`src/rtl/inst_fetch_queue.sv`:
```
// Fetch stage: sequential address generation, credit-limited imem requests,
// and a response FIFO tagged with PCs that feeds decode. A redirect flushes the FIFO and drops stale responses.
module inst_fetch_queue #(
  parameter logic [31:0] RESET_PC = 32'h8000_0000,
  parameter int unsigned DEPTH    = 2
) (
  input  logic        clk,
  input  logic        rst_n,
  input  logic        redirect_valid,
  input  logic [31:0] redirect_pc,
  input  logic        halt,
  output logic        imem_req_valid,
  input  logic        imem_req_ready,
  output logic [31:0] imem_req_addr,
  input  logic        imem_rsp_valid,
  input  logic [31:0] imem_rsp_data,
  output logic        inst_valid,
  input  logic        inst_ready,
  output logic [31:0] inst,
  output logic [31:0] inst_pc
);

  localparam int unsigned AW = (DEPTH > 1) ? $clog2(DEPTH) : 1;
  localparam int unsigned CW = AW + 1;

  typedef enum logic {IDLE, REQ} state_e;

  state_e         state_q, state_d;
  logic [31:0]    req_addr_q, req_addr_d;
  logic [31:0]    fetch_pc_q, fetch_pc_d;
  logic [CW-1:0]  outst_q, outst_d;
  logic [CW-1:0]  drop_q, drop_d;
  logic [31:0]    inst_mem_q [DEPTH];
  logic [31:0]    inst_mem_d [DEPTH];
  logic [31:0]    pc_mem_q [DEPTH];
  logic [31:0]    pc_mem_d [DEPTH];
  logic [AW-1:0]  wr_ptr_q, wr_ptr_d, rd_ptr_q, rd_ptr_d;
  logic [CW-1:0]  count_q, count_d;
  logic [31:0]    pcf_q [DEPTH];
  logic [31:0]    pcf_d [DEPTH];
  logic [AW-1:0]  pcf_wr_q, pcf_wr_d, pcf_rd_q, pcf_rd_d;

  logic           accept, pending, rsp_ok, drop_rsp, push, pop, credit_ok;
  logic [CW:0]    inflight;
  logic [31:0]    target_pc, start_pc;
  logic           unused_bits;

  assign accept    = (state_q == REQ) && imem_req_ready;
  assign pending   = (state_q == REQ) && !imem_req_ready;
  assign rsp_ok    = imem_rsp_valid && (outst_q != '0);
  assign drop_rsp  = (drop_q != '0) || redirect_valid;
  assign push      = rsp_ok && !drop_rsp;
  assign pop       = (count_q != '0) && inst_ready;
  assign inflight  = {1'b0, outst_q} + {1'b0, count_q};
  assign credit_ok = inflight < (CW+1)'(DEPTH);
  assign target_pc = {redirect_pc[31:2], 2'b00};
  assign start_pc  = redirect_valid ? target_pc : fetch_pc_q;
  assign unused_bits = ^redirect_pc[1:0];

  // fetch_pc always names the next address to issue, so it advances when a request is launched
  always_comb begin
    state_d    = state_q;
    req_addr_d = req_addr_q;
    fetch_pc_d = start_pc;
    case (state_q)
      IDLE: begin
        if (!halt && credit_ok) begin
          state_d    = REQ;
          req_addr_d = start_pc;
          fetch_pc_d = start_pc + 32'd4;
        end
      end
      REQ: begin
        if (accept) state_d = IDLE;
      end
      default: state_d = IDLE;
    endcase
  end

  always_comb begin
    outst_d = outst_q;
    if (accept) outst_d = outst_d + CW'(1);
    if (rsp_ok) outst_d = outst_d - CW'(1);
    drop_d = drop_q;
    if (redirect_valid)
      drop_d = outst_d + CW'(pending);
    else if (rsp_ok && (drop_q != '0))
      drop_d = drop_q - CW'(1);
  end

  // PC side-FIFO pairs each response with the address it was fetched from
  always_comb begin
    pcf_d    = pcf_q;
    pcf_wr_d = pcf_wr_q;
    pcf_rd_d = pcf_rd_q;
    if (accept) begin
      pcf_d[pcf_wr_q] = req_addr_q;
      pcf_wr_d        = pcf_wr_q + AW'(1);
    end
    if (rsp_ok) pcf_rd_d = pcf_rd_q + AW'(1);
  end

  always_comb begin
    inst_mem_d = inst_mem_q;
    pc_mem_d   = pc_mem_q;
    wr_ptr_d   = wr_ptr_q;
    rd_ptr_d   = rd_ptr_q;
    count_d    = count_q;
    if (redirect_valid) begin
      wr_ptr_d = '0;
      rd_ptr_d = '0;
      count_d  = '0;
    end else begin
      if (push) begin
        inst_mem_d[wr_ptr_q] = imem_rsp_data;
        pc_mem_d[wr_ptr_q]   = pcf_q[pcf_rd_q];
        wr_ptr_d             = wr_ptr_q + AW'(1);
      end
      if (pop) rd_ptr_d = rd_ptr_q + AW'(1);
      count_d = count_q + CW'(push) - CW'(pop);
    end
  end

  always_ff @(posedge clk or negedge rst_n) begin
    if (!rst_n) begin
      state_q    <= IDLE;
      req_addr_q <= '0;
      fetch_pc_q <= RESET_PC;
      outst_q    <= '0;
      drop_q     <= '0;
      inst_mem_q <= '{default: '0};
      pc_mem_q   <= '{default: '0};
      wr_ptr_q   <= '0;
      rd_ptr_q   <= '0;
      count_q    <= '0;
      pcf_q      <= '{default: '0};
      pcf_wr_q   <= '0;
      pcf_rd_q   <= '0;
    end else begin
      state_q    <= state_d;
      req_addr_q <= req_addr_d;
      fetch_pc_q <= fetch_pc_d;
      outst_q    <= outst_d;
      drop_q     <= drop_d;
      inst_mem_q <= inst_mem_d;
      pc_mem_q   <= pc_mem_d;
      wr_ptr_q   <= wr_ptr_d;
      rd_ptr_q   <= rd_ptr_d;
      count_q    <= count_d;
      pcf_q      <= pcf_d;
      pcf_wr_q   <= pcf_wr_d;
      pcf_rd_q   <= pcf_rd_d;
    end
  end

  assign imem_req_valid = (state_q == REQ);
  assign imem_req_addr  = req_addr_q;
  assign inst_valid     = (count_q != '0);
  assign inst           = inst_valid ? inst_mem_q[rd_ptr_q] : '0;
  assign inst_pc        = inst_valid ? pc_mem_q[rd_ptr_q] : '0;

  rsp_without_outstanding: assert property (
    @(posedge clk) disable iff (!rst_n) imem_rsp_valid |-> (outst_q != '0));

endmodule

```
`config.mk`:
```
export PLATFORM = sky130hd
export DESIGN_NAME = inst_fetch_queue
export DESIGN_NICKNAME = d
export VERILOG_FILES = /design/src/rtl/inst_fetch_queue.sv
export SDC_FILE = /design/constraint.sdc
export NUM_CORES = 1
export LEC_CHECK = 0
export BUFFER_PORTS_ARGS = -buffer_cell sky130_fd_sc_hd__buf_2
export CAP_MARGIN = 20
export CORE_UTILIZATION = 58
export CTS_BUF_LIST = sky130_fd_sc_hd__clkbuf_16
export CTS_CLUSTER_DIAMETER = 40
export DETAILED_ROUTE_END_ITERATION = 10
export GPL_TIMING_DRIVEN = 0
export PLACE_DENSITY = 0.89
export SYNTH_ARGS = -nofsm -noshare
export SYNTH_HDL_FRONTEND = slang
export SYNTH_SLANG_ARGS = --single-unit
```
`constraint.sdc`:
```
create_clock -name clk -period 3.22 [get_ports clk]
set_clock_uncertainty 0.15 [all_clocks]
set_input_delay 0.322 -clock clk [delete_from_list [all_inputs] [get_ports clk]]
set_output_delay 0.322 -clock clk [all_outputs]
set_load 0.01 [all_outputs]
```
==> results of run 1 <==
## power by group
| group | leakage (uW) | internal, uW | switching (uW) |
|---|---|---|---|
| combinational | 0.00302 | 2240 | 2960 |
| sequential | 0.00336 | 4740 | 973 |
| clock | 0.000529 | 2010 | 1460 |
## cells by family (layout without fill, tap and decap cells)
| logic type | Yosys count | count (layout) | share of synthesized area (%) |
|---|---|---|---|
| and+or+nand+nor | 266 | 266 | 10.3 |
| xor gates and xnor gates | 39 | 39 | 2.84 |
| muxes | 254 | 254 | 22.5 |
| adders and majority gates | 7 | 7 | 0.791 |
| AOI/OAI and AO/OA | 125 | 125 | 5.68 |
| buffers and inverters | 70 | 334 | 2.26 |
| DFF | 267 | 267 | 55.6 |
## area by class of cell
class | instances | share of cell area, %
Clock buffer | 35 | 5.97
Clock inverter | 26 | 1.14
Multi-Input combinational cell | 691 | 34.7
Inverter | 9 | 0.230
Timing Repair Buffer | 203 | 8.51
Buffer | 61 | 1.66
Tap cell | 270 | 2.30
Sequential cell | 267 | 45.5
## metrics by stage
stage                     util [%]  power (uW)
final                         72.3       14400
after floorplan                  -        8780
after global routing          72.3       15100
after global placement        64.9       10300
after CTS                     72.2       14300
after detailed placement      65.3       10700
## repair_timing
| item | in CTS | in global routing |
|---|---|---|
| buffers inserted | 1 | 0 |
| resized for setup | 0 | 14 |
| pin swaps | 1 | 1 |
| endpoints found under the setup margin | 1 | 27 |
| cloned | 0 | 0 |
| hold buffers | 35 | 0 |
| endpoints found under the hold margin | 124 | 0 |
## placed cells by master, fill, tap and decap left out, drive strengths merged, types with 2 or more instances in the layout
cell / Yosys / routed
nand4b: 5 / 5
or2: 2 / 2
nand3: 16 / 16
clkbuf: 44 / 79
a32o: 4 / 4
clkinv: 0 / 10
dfrtp: 266 / 266
nor3: 5 / 5
xnor2: 27 / 27
dlygate4sd3: 0 / 35
a21boi: 2 / 2
mux2: 130 / 130
a22oi: 2 / 2
nor4: 4 / 4
nand2: 83 / 83
nor3b: 4 / 4
inv: 9 / 22
nand4: 8 / 8
and2: 3 / 3
ha: 6 / 6
clkinvlp: 0 / 3
nand3b: 5 / 5
a211oi: 4 / 4
nand2b: 6 / 6
buf: 17 / 185
nor2: 113 / 113
a21oi: 40 / 40
xor2: 12 / 12
nor2b: 9 / 9
o21ai: 68 / 68
a31oi: 2 / 2
mux2i: 124 / 124
## routing by layer
metal	GRT usage (%)	share of wire, %	vias to the layer above
met5	0	0	-
met4	11.1	3.1	0
met3	5.24	7.3	81
met2	51.9	50	400
met1	37.5	39	4491
li1	-	-	4059
## worst reg2reg max path, cell delays in order, from the launching register on
cell                       delay (ns)
sky130_fd_sc_hd__dfrtp_1         0.42
sky130_fd_sc_hd__inv_1           0.06
sky130_fd_sc_hd__ha_1            0.20
sky130_fd_sc_hd__nor2b_1         0.28
sky130_fd_sc_hd__nand3b_1        0.18
sky130_fd_sc_hd__nor2_1          0.55
sky130_fd_sc_hd__clkbuf_1        0.45
sky130_fd_sc_hd__clkbuf_1        0.48
sky130_fd_sc_hd__a21oi_1         0.15
## registers in the layout, indices dropped and copies added (netlist names), 2 cells and up
signal / count
outst_q: 2
pc_mem_q: 64
imem_req_addr: 32
drop_q: 2
pcf_q: 64
count_q: 2
fetch_pc_q: 32
inst_mem_q: 64
## worst paths after layout
kind,start,depth (start not counted),end,slack (ns)
setup / recovery,rd_ptr_q,5,inst_pc[10],0.12
hold / removal,redirect_pc[6],3,fetch_pc_q[6],0.02
setup reg to reg,outst_q[0],8,pc_mem_q[48],0.15
hold reg to reg,pc_mem_q[18],2,pc_mem_q[18],0.33
max in group asynchronous,rst_n,3,imem_req_addr[6],1.81
min in group asynchronous,rst_n,2,inst_mem_q[34],0.20
==> flow_summary_export.csv, run 1 <==
group,metric,value,unit
detailed_routing,final_antenna_net_count,0,
detailed_routing,post_drt_via_cell_ratio,5.78,
detailed_routing,dr.pass1.iters,5,
detailed_routing,detailedRoute.firstIterationViolations,495,
timing,finalWorstSetupSlack,0.122,ns
cells_and_area,final_cell_count_no_fill,1562,
place,dp_cells,1465,
setup_path,worst_path_most_repeated_cell,"sky130_fd_sc_hd__clkbuf_1",
place,gp_routability_congestion,0.936,
setup_path,critical_path_required,2.75,ns
timing,tightestPinTransition,0.930,ns
cells_and_area,antenna_cells_inserted,0,
global_route,number_of_antenna_violations_at_the_first_check_in_global_routing,0,
setup_path,critPathSlowestCell,"sky130_fd_sc_hd__clkbuf_1",
timing,setup_viol_count_final,0,
setup_path,crit_family,"buffers and inverters",
setup_path,path_max_fanout,10,
setup_path,critical_path_arrival,2.63,ns
timing,final_period_minus_worst_setup_slack,3.10,ns
global_route,grt_start_max_net_pins,120,
cells_and_area,fillCellCount,1305,
yosys,ys_ff_latch,267,
yosys,yosys.cell_count.top_type,"sky130_fd_sc_hd__dfrtp_1",
place,dp_slack,-0.352,ns
yosys,seq_area_frac_synth,55.6,%
yosys,yosys_most_used_dff,"sky130_fd_sc_hd__dfrtp_1",
timing,totalNegativeSetupSlack,0,ns
die,area_of_the_die,21300,um^2
yosys,synthDominantCellAreaShare,55.4,%
yosys,yosys.cell_types.count,46,
clock_network,root_buffer,"sky130_fd_sc_hd__clkbuf_16",
cells_and_area,areaGrowthSynthToFinish,22.2,%
clock_network,clock_sinks,267,
cells_and_area,final_layout_size_suffix_gt1_share,29.0,%
hold_path,min_path_type,"in -> reg",
setup_path,path_cells,"clkbuf_1 -> clkbuf_1 -> mux2i_1 -> nor2_1 -> buf_2",
yosys,synth_cells,1028,
place,hpwl,20.4,mm
clock_network,maximum_buffer_depth_of_the_clock_tree,3,
yosys,synth_edf_count,0,
die,placeableCoreArea,20300,um^2
setup_path,worstSetupEndpointType,"output port",
setup_path,slowest_delay,0.66,ns
cells_and_area,sequential_cell_area,6680,um^2
global_route,first_global_vias,9344,
clock_network,insertion_delay,0.50,ns
timing,grt_setup_unrepaired,"false",
timing,final_critical_path_share_of_the_clock_period,96.2,%
timing,timing.max_slew.rel_slack,37.5,%
yosys,ys.warnings.count,0,
clock_network,tritoncts_buffer_count,34,
run,max-cap-violations,0,
die,die_height,146,um
global_route,first_pass_grt_wire_length,49.8,mm
global_route,grt_overflow_total,0,
timing,max_freq,0.323,GHz
power,power.leakage,0.00692,uW
die,initial_core_utilization,59.2,%
yosys,synthesis.area,12000,um^2
detailed_routing,drc_errors,0,
place,placedInstanceArea,13300,um^2
timing,drv_slew,0,
cells_and_area,postLayoutCellArea,14700,um^2
detailed_routing,post_drt_wl_per_cell,20.2,um
timing,hold_violations,0,
detailed_routing,drt_wirelength,31.5,mm
global_route,grtUsageTotal,29.9,%
clock_network,clk_pin_slew,0.06,ns
yosys,synthArstFlopShare,100,%
die,num_io_pins,169,
yosys,mappedNetlistNets,1106,
yosys,ys_top_cells_by_area,"sky130_fd_sc_hd__dfrtp_1, sky130_fd_sc_hd__mux2_2, sky130_fd_sc_hd__mux2i_1",
setup_path,cp_num_buf_inv,3,
clock_network,number_of_h_tree_levels,2,
yosys,synth_top_area_cell,"sky130_fd_sc_hd__dfrtp_1",
yosys,synthesis.area_per_instance,11.7,um^2
power,ir_drop,441,uV
setup_path,path_class,"reg -> out",
run_status,status,"complete, no violations",
detailed_routing,vias,9031,
yosys,netlist_top_cells_count,"sky130_fd_sc_hd__dfrtp_1, sky130_fd_sc_hd__mux2_2, sky130_fd_sc_hd__mux2i_1",
cells_and_area,fin_nets,1345,
clock_network,cts_tree,"built",
power,power_dens_cells,980,nW/um^2
setup_path,timing.critical_path.from_type,"flip-flop",
place,port_buffers,165,
timing,worst_hold_slack,0.0179,ns
cells_and_area,multiInputGateArea,5090,um^2
die,placementRows,52,
die,die_width,146,um
(Power assumes the default switching activity.)
==> run 2: changes to the inputs <==
Settings changed: CORE_ASPECT_RATIO from default to 0.9, PLACE_DENSITY 0.89 to 0.81.
==> run 2 against run 1 <==
- first-iteration DRC count down 5.5%
- sequential power is 1% lower
- combinational power shrank 3%
- highest routed layer unchanged
- final cell count is 0.64% lower
- via count fell by 2.4%
- sequential share of layout area is 0.15 points lower
- fmax fell by 0.30%
- flip-flop and latch count stayed put
- clock power is 2% lower
- wire length down 7.7%
- non-clock buffer count up 12
- largest power group unchanged
==> flow_summary_export.csv, run 2 (same netlist as run 1, synthesis figures left out) <==
group,metric,value,unit
run_status,status,"complete, no violations",
global_route,grt_overflow_total,0,
die,placementRows,49,
detailed_routing,detailedRoute.firstIterationViolations,468,
detailed_routing,drt_wirelength,29.1,mm
setup_path,crit_family,"simple AND/OR/NAND/NOR gates",
cells_and_area,postLayoutCellArea,14700,um^2
power,ir_drop,557,uV
setup_path,critical_path_required,3.48,ns
clock_network,number_of_h_tree_levels,1,
die,placeableCoreArea,20200,um^2
detailed_routing,dr.pass1.iters,4,
setup_path,critical_path.reg2reg.startpoint,"outst_q[0]",
power,power.leakage,0.00695,uW
timing,worst_hold_slack,0.0117,ns
cells_and_area,final_common_cell,"sky130_fd_sc_hd__dfrtp_1",
timing,max_freq,0.322,GHz
cells_and_area,fin_nets,1353,
global_route,number_of_antenna_violations_at_the_first_check_in_global_routing,0,
cells_and_area,biggestRegsByFlops,"inst_mem_q x64, pc_mem_q x64, pcf_q x64",
cells_and_area,final_layout_size_suffix_gt1_share,28.5,%
die,area_of_the_die,21300,um^2
timing,setup_viol_count_final,0,
place,port_buffers,165,
cells_and_area,multiInputGateArea,5090,um^2
timing,hold_violations,0,
detailed_routing,post_drt_wl_per_cell,18.7,um
power,power_dens_cells,959,nW/um^2
clock_network,clk_pin_slew,0.06,ns
global_route,globalRouteMet2Util,46.9,%
global_route,first_pass_grt_wire_length,47.4,mm
clock_network,maximum_buffer_depth_of_the_clock_tree,3,
clock_network,clock_sinks,267,
die,initial_core_utilization,59.6,%
place,placedInstanceArea,13200,um^2
cells_and_area,sequential_cell_area,6680,um^2
place,hpwl,19.8,mm
detailed_routing,vias,8810,
cells_and_area,fillCellCount,1356,
setup_path,path_class,"reg -> reg",
setup_path,path_cells,"and2_1 -> fa_1 -> or4_1 -> buf_2 -> nor3b_4 -> buf_4 -> nand4b_1 -> xor2_1 -> mux2i_1",
detailed_routing,post_drt_via_cell_ratio,5.68,
detailed_routing,drc_errors,0,
hold_path,timing.hold.worst.start,"redirect_pc[10]",
setup_path,setup.worst_path.start,"outst_q[0]",
cells_and_area,areaGrowthSynthToFinish,22.6,%
cells_and_area,antenna_cells_inserted,0,
timing,timing.max_slew.rel_slack,47.6,%
run,max-cap-violations,0,
global_route,grt_start_max_net_pins,111,
global_route,global_route.usage.met3,4.16,%
setup_path,cp_num_buf_inv,2,
timing,final_period_minus_worst_setup_slack,3.11,ns
setup_path,worstSetupEndpointType,"flip-flop",
timing,tightestPinTransition,0.786,ns
global_route,grtUsageTotal,28.0,%
global_route,first_global_vias,9196,
clock_network,tritoncts_buffer_count,30,
global_route,grtUsageMet1,38.1,%
detailed_routing,final_antenna_net_count,0,
setup_path,critPathSlowestCell,"sky130_fd_sc_hd__or4_1",
setup_path,timing.critical_path.from_type,"flip-flop",
setup_path,path_max_fanout,8,
clock_network,root_buffer,"sky130_fd_sc_hd__clkbuf_16",
place,gp_routability_congestion,0.897,
timing,drv_slew,0,
setup_path,critical_path_arrival,3.37,ns
die,die_width,154,um
die,die_height,139,um
clock_network,insertion_delay,0.55,ns
setup_path,slowest_delay,0.56,ns
die,num_io_pins,169,
timing,final_critical_path_share_of_the_clock_period,96.5,%
timing,totalNegativeSetupSlack,0,ns
hold_path,min_path_type,"in -> reg",
clock_network,cts_tree,"built",
timing,grt_setup_unrepaired,"false",
cells_and_area,mostFrequentLayoutCells,"sky130_fd_sc_hd__dfrtp_1, sky130_fd_sc_hd__buf_2, sky130_fd_sc_hd__mux2_2",
global_route,global_route.peak_usage_layer,"met2",
## run 2: final timing paths
kind                            slack [ns]  depth (start not counted)                 to
worst min register to register        0.33                          2       pc_mem_q[14]
worst min-delay path                  0.01                          3  imem_req_addr[10]
worst max register to register        0.11                          9     fetch_pc_q[12]
worst max-delay path                  0.11                          9     fetch_pc_q[12]
min in group asynchronous             0.20                          2     inst_mem_q[46]
max in group asynchronous             1.81                          3          pcf_q[46]
## run 2: per-stage QoR
step	setup slack (ns)	power, uW	util (%)	instances
floorplan	0.368	8780	-	1028
global placement	-3.02	10300	65.3	1448
detailed placement	-0.333	10600	65.6	1451
CTS	0.0164	14100	72.9	1552
global route	0.0135	14900	73.0	1552
finish	0.113	14100	73.0	1552
## run 2: where the power goes
part | leakage, uW | switching (uW) | total [uW] | internal [uW]
Combinational | 0.00308 | 2820 | 5070 | 2250
Clock | 0.000507 | 1340 | 3400 | 2050
Sequential | 0.00336 | 911 | 5650 | 4740
Total | 0.00695 | 5070 | 14100 | 9050
## run 2: area by class of cell
cell class / count / area share [%]
multi-input cells: 691 / 34.6
inverters: 9 / 0.229
repair buffers: 215 / 9.28
flip-flops and latches: 267 / 45.4
plain buffers: 61 / 1.66
clock inverters: 23 / 1.46
clock buffers: 31 / 5.27
well taps: 255 / 2.17
## run 2: worst register-to-register path: cells and delay by family, from the launching register on
| kind | cells | cell delay, ns |
|---|---|---|
| DFF | 1 | 0.42 |
| xor gates and xnor gates | 1 | 0.19 |
| muxes | 1 | 0.09 |
| buffers and inverters | 2 | 0.45 |
| and+or+nand+nor | 4 | 1.21 |
| adders and majority gates | 1 | 0.47 |
## run 2: what timing repair did
action	4_1_cts	5_1_grt
endpoints found under the hold margin	154	0
buffers inserted	1	0
gates resized for setup	1	13
setup endpoints to repair	4	78
hold buffers	46	0
pin swaps	1	2
## run 2: per-layer routing
metal / vias up / share of wire, %
met4: 0 / 2.9
li1: 4070 / -
met1: 4409 / 44
met5: - / 0
met3: 62 / 5.1
met2: 269 / 48
==> run 3: changes to the inputs <==
Settings changed: CTS_BUF_LIST sky130_fd_sc_hd__clkbuf_16 to default.
==> run 3 against run 2 <==
- wire length increased by 0.37%
- worst hold slack improved by 0.0020 ns
- die area unchanged
- clock-buffer cell count increased by 11
- largest cell class unchanged
- register-to-register slack about the same
- non-clock buffer count decreased by 1
- setup slack got worse by 0.0075 ns
- highest routed layer unchanged
- critical endpoint unchanged
==> flow_summary_export.csv, run 3 (same netlist as run 1, synthesis figures left out) <==
group,metric,value,unit
die,area_of_the_die,21300,um^2
clock_network,number_of_h_tree_levels,1,
detailed_routing,vias,8832,
cells_and_area,postLayoutCellArea,14800,um^2
cells_and_area,final_common_cell,"sky130_fd_sc_hd__dfrtp_1",
timing,drv_slew,0,
global_route,grt_overflow_total,0,
power,share_seq_of_total_power,39.7,%
die,num_io_pins,169,
cells_and_area,fin_nets,1352,
cells_and_area,mostFrequentLayoutCells,"sky130_fd_sc_hd__dfrtp_1, sky130_fd_sc_hd__buf_2, sky130_fd_sc_hd__mux2_2",
global_route,grtUsageMet1,38.3,%
timing,tightestPinTransition,0.787,ns
run,max-cap-violations,0,
die,placeableCoreArea,20200,um^2
power,switching_part_of_the_total,35.6,%
global_route,global_route.usage.met3,4.03,%
cells_and_area,final_layout_size_suffix_gt1_share,28.9,%
die,initial_core_utilization,59.6,%
detailed_routing,post_drt_wl_per_cell,18.8,um
power,p_switching,5080,uW
cells_and_area,biggestRegsByFlops,"inst_mem_q x64, pc_mem_q x64, pcf_q x64",
global_route,grtUsageTotal,28.1,%
clock_network,cts_tree,"built",
timing,finalWorstSetupSlack,0.106,ns
cells_and_area,areaGrowthSynthToFinish,22.9,%
power,combinational_cell_fraction_of_total_power,35.6,%
setup_path,critical_path_arrival,3.37,ns
die,placementRows,49,
timing,hold_violations,0,
timing,worst_hold_slack,0.0137,ns
power,ir_drop,555,uV
clock_network,clk_pin_slew,0.06,ns
hold_path,min_path_type,"in -> reg",
clock_network,insertion_delay,0.55,ns
place,gp_routability_congestion,0.897,
clock_network,clock_sinks,267,
power,power_dens_cells,966,nW/um^2
setup_path,path_max_fanout,8,
setup_path,worstSetupEndpointType,"flip-flop",
cells_and_area,antenna_cells_inserted,0,
timing,totalNegativeSetupSlack,0,ns
die,die_width,154,um
setup_path,path_class,"reg -> reg",
global_route,global_route.peak_usage_layer,"met2",
power,internal_power,9190,uW
place,hpwl,19.8,mm
timing,final_critical_path_share_of_the_clock_period,96.7,%
global_route,first_global_vias,9200,
setup_path,critical_path_required,3.48,ns
detailed_routing,final_antenna_net_count,0,
place,dp_slack,-0.333,ns
detailed_routing,drc_errors,0,
die,die_height,139,um
clock_network,root_buffer,"sky130_fd_sc_hd__clkbuf_16",
timing,timing.max_slew.rel_slack,47.5,%
detailed_routing,detailedRoute.firstIterationViolations,496,
global_route,number_of_antenna_violations_at_the_first_check_in_global_routing,0,
clock_network,maximum_buffer_depth_of_the_clock_tree,3,
detailed_routing,drt_wirelength,29.2,mm
power,power.leakage,0.00695,uW
global_route,first_pass_grt_wire_length,47.5,mm
timing,max_freq,0.321,GHz
global_route,globalRouteMet2Util,47.0,%
detailed_routing,post_drt_via_cell_ratio,5.69,
timing,setup_viol_count_final,0,
cells_and_area,fillCellCount,1342,
place,port_buffers,165,
global_route,grt_start_max_net_pins,111,
timing,grt_setup_unrepaired,"false",
power,clockPowerShare,24.8,%
power,fin_total_pwr,14300,uW
timing,final_period_minus_worst_setup_slack,3.11,ns
run_status,status,"complete, no violations",
clock_network,tritoncts_buffer_count,30,
detailed_routing,dr.pass1.iters,5,
setup_path,timing.critical_path.from_type,"flip-flop",
place,placedInstanceArea,13200,um^2
-- run 3: critical path, cell delays in order, from the launching register on --
cell                       delay [ns]
sky130_fd_sc_hd__dfrtp_1         0.42
sky130_fd_sc_hd__and2_1          0.18
sky130_fd_sc_hd__fa_1            0.47
sky130_fd_sc_hd__or4_1           0.55
sky130_fd_sc_hd__buf_2           0.22
sky130_fd_sc_hd__nor3b_4         0.30
sky130_fd_sc_hd__buf_4           0.22
sky130_fd_sc_hd__nand4b_1        0.15
sky130_fd_sc_hd__xor2_1          0.21
sky130_fd_sc_hd__mux2i_1         0.10
-- run 3: cell type report --
class	instances	area [um^2]	area share (%)
Tap cell	255	319	2.16
Clock buffer	42	867	5.87
Buffer	61	245	1.66
Multi-Input combinational cell	691	5090	34.5
Inverter	9	33.8	0.229
Timing Repair Buffer	214	1360	9.18
Clock inverter	12	174	1.18
Sequential cell	267	6680	45.2
-- run 3: through the flow --
step,utilization (%),instances
after floorplan,-,1028
after global placement,65.3,1448
after detailed placement,65.6,1451
after CTS,73.1,1551
after global routing,73.2,1551
final,73.2,1551
-- run 3: repair_timing --
item,CTS,global route
resized for setup,2,14
setup endpoints to repair,6,47
pin swaps,1,2
hold buffers,45,0
endpoints found under the hold margin,155,0
cloned,0,0
setup buffers,1,0
-- run 3: power by group through the flow --
| stage | Sequential (uW) | Combinational [uW] | Clock (uW) |
|---|---|---|---|
| 2_1_floorplan | 5450 | 3330 | 0 |
| 3_3_place_gp | 5560 | 4780 | 0 |
| 3_5_place_dp | 5660 | 4960 | 0 |
| 4_1_cts | 5630 | 5070 | 3570 |
| 5_1_grt | 5810 | 5580 | 3710 |
| 6_report | 5660 | 5070 | 3540 |
-- run 3: final timing paths --
| kind | from | to | slack [ns] | cells after the start |
|---|---|---|---|---|
| min in group asynchronous | rst_n | inst_mem_q[46] | 0.19 | 2 |
| worst min-delay path | redirect_pc[10] | imem_req_addr[10] | 0.01 | 3 |
| worst min register to register | pc_mem_q[23] | pc_mem_q[23] | 0.33 | 2 |
| max in group asynchronous | rst_n | pcf_q[15] | 1.80 | 3 |
| worst max register to register | outst_q[0] | fetch_pc_q[12] | 0.11 | 9 |
| worst max-delay path | outst_q[0] | fetch_pc_q[12] | 0.11 | 9 |
-- run 3: layer usage --
layer / wire (um) / up-vias
li1: - / 4055
met1: 12700 / 4440
met2: 14200 / 282
met3: 1550 / 55
met4: 719 / 0
met5: 0 / -
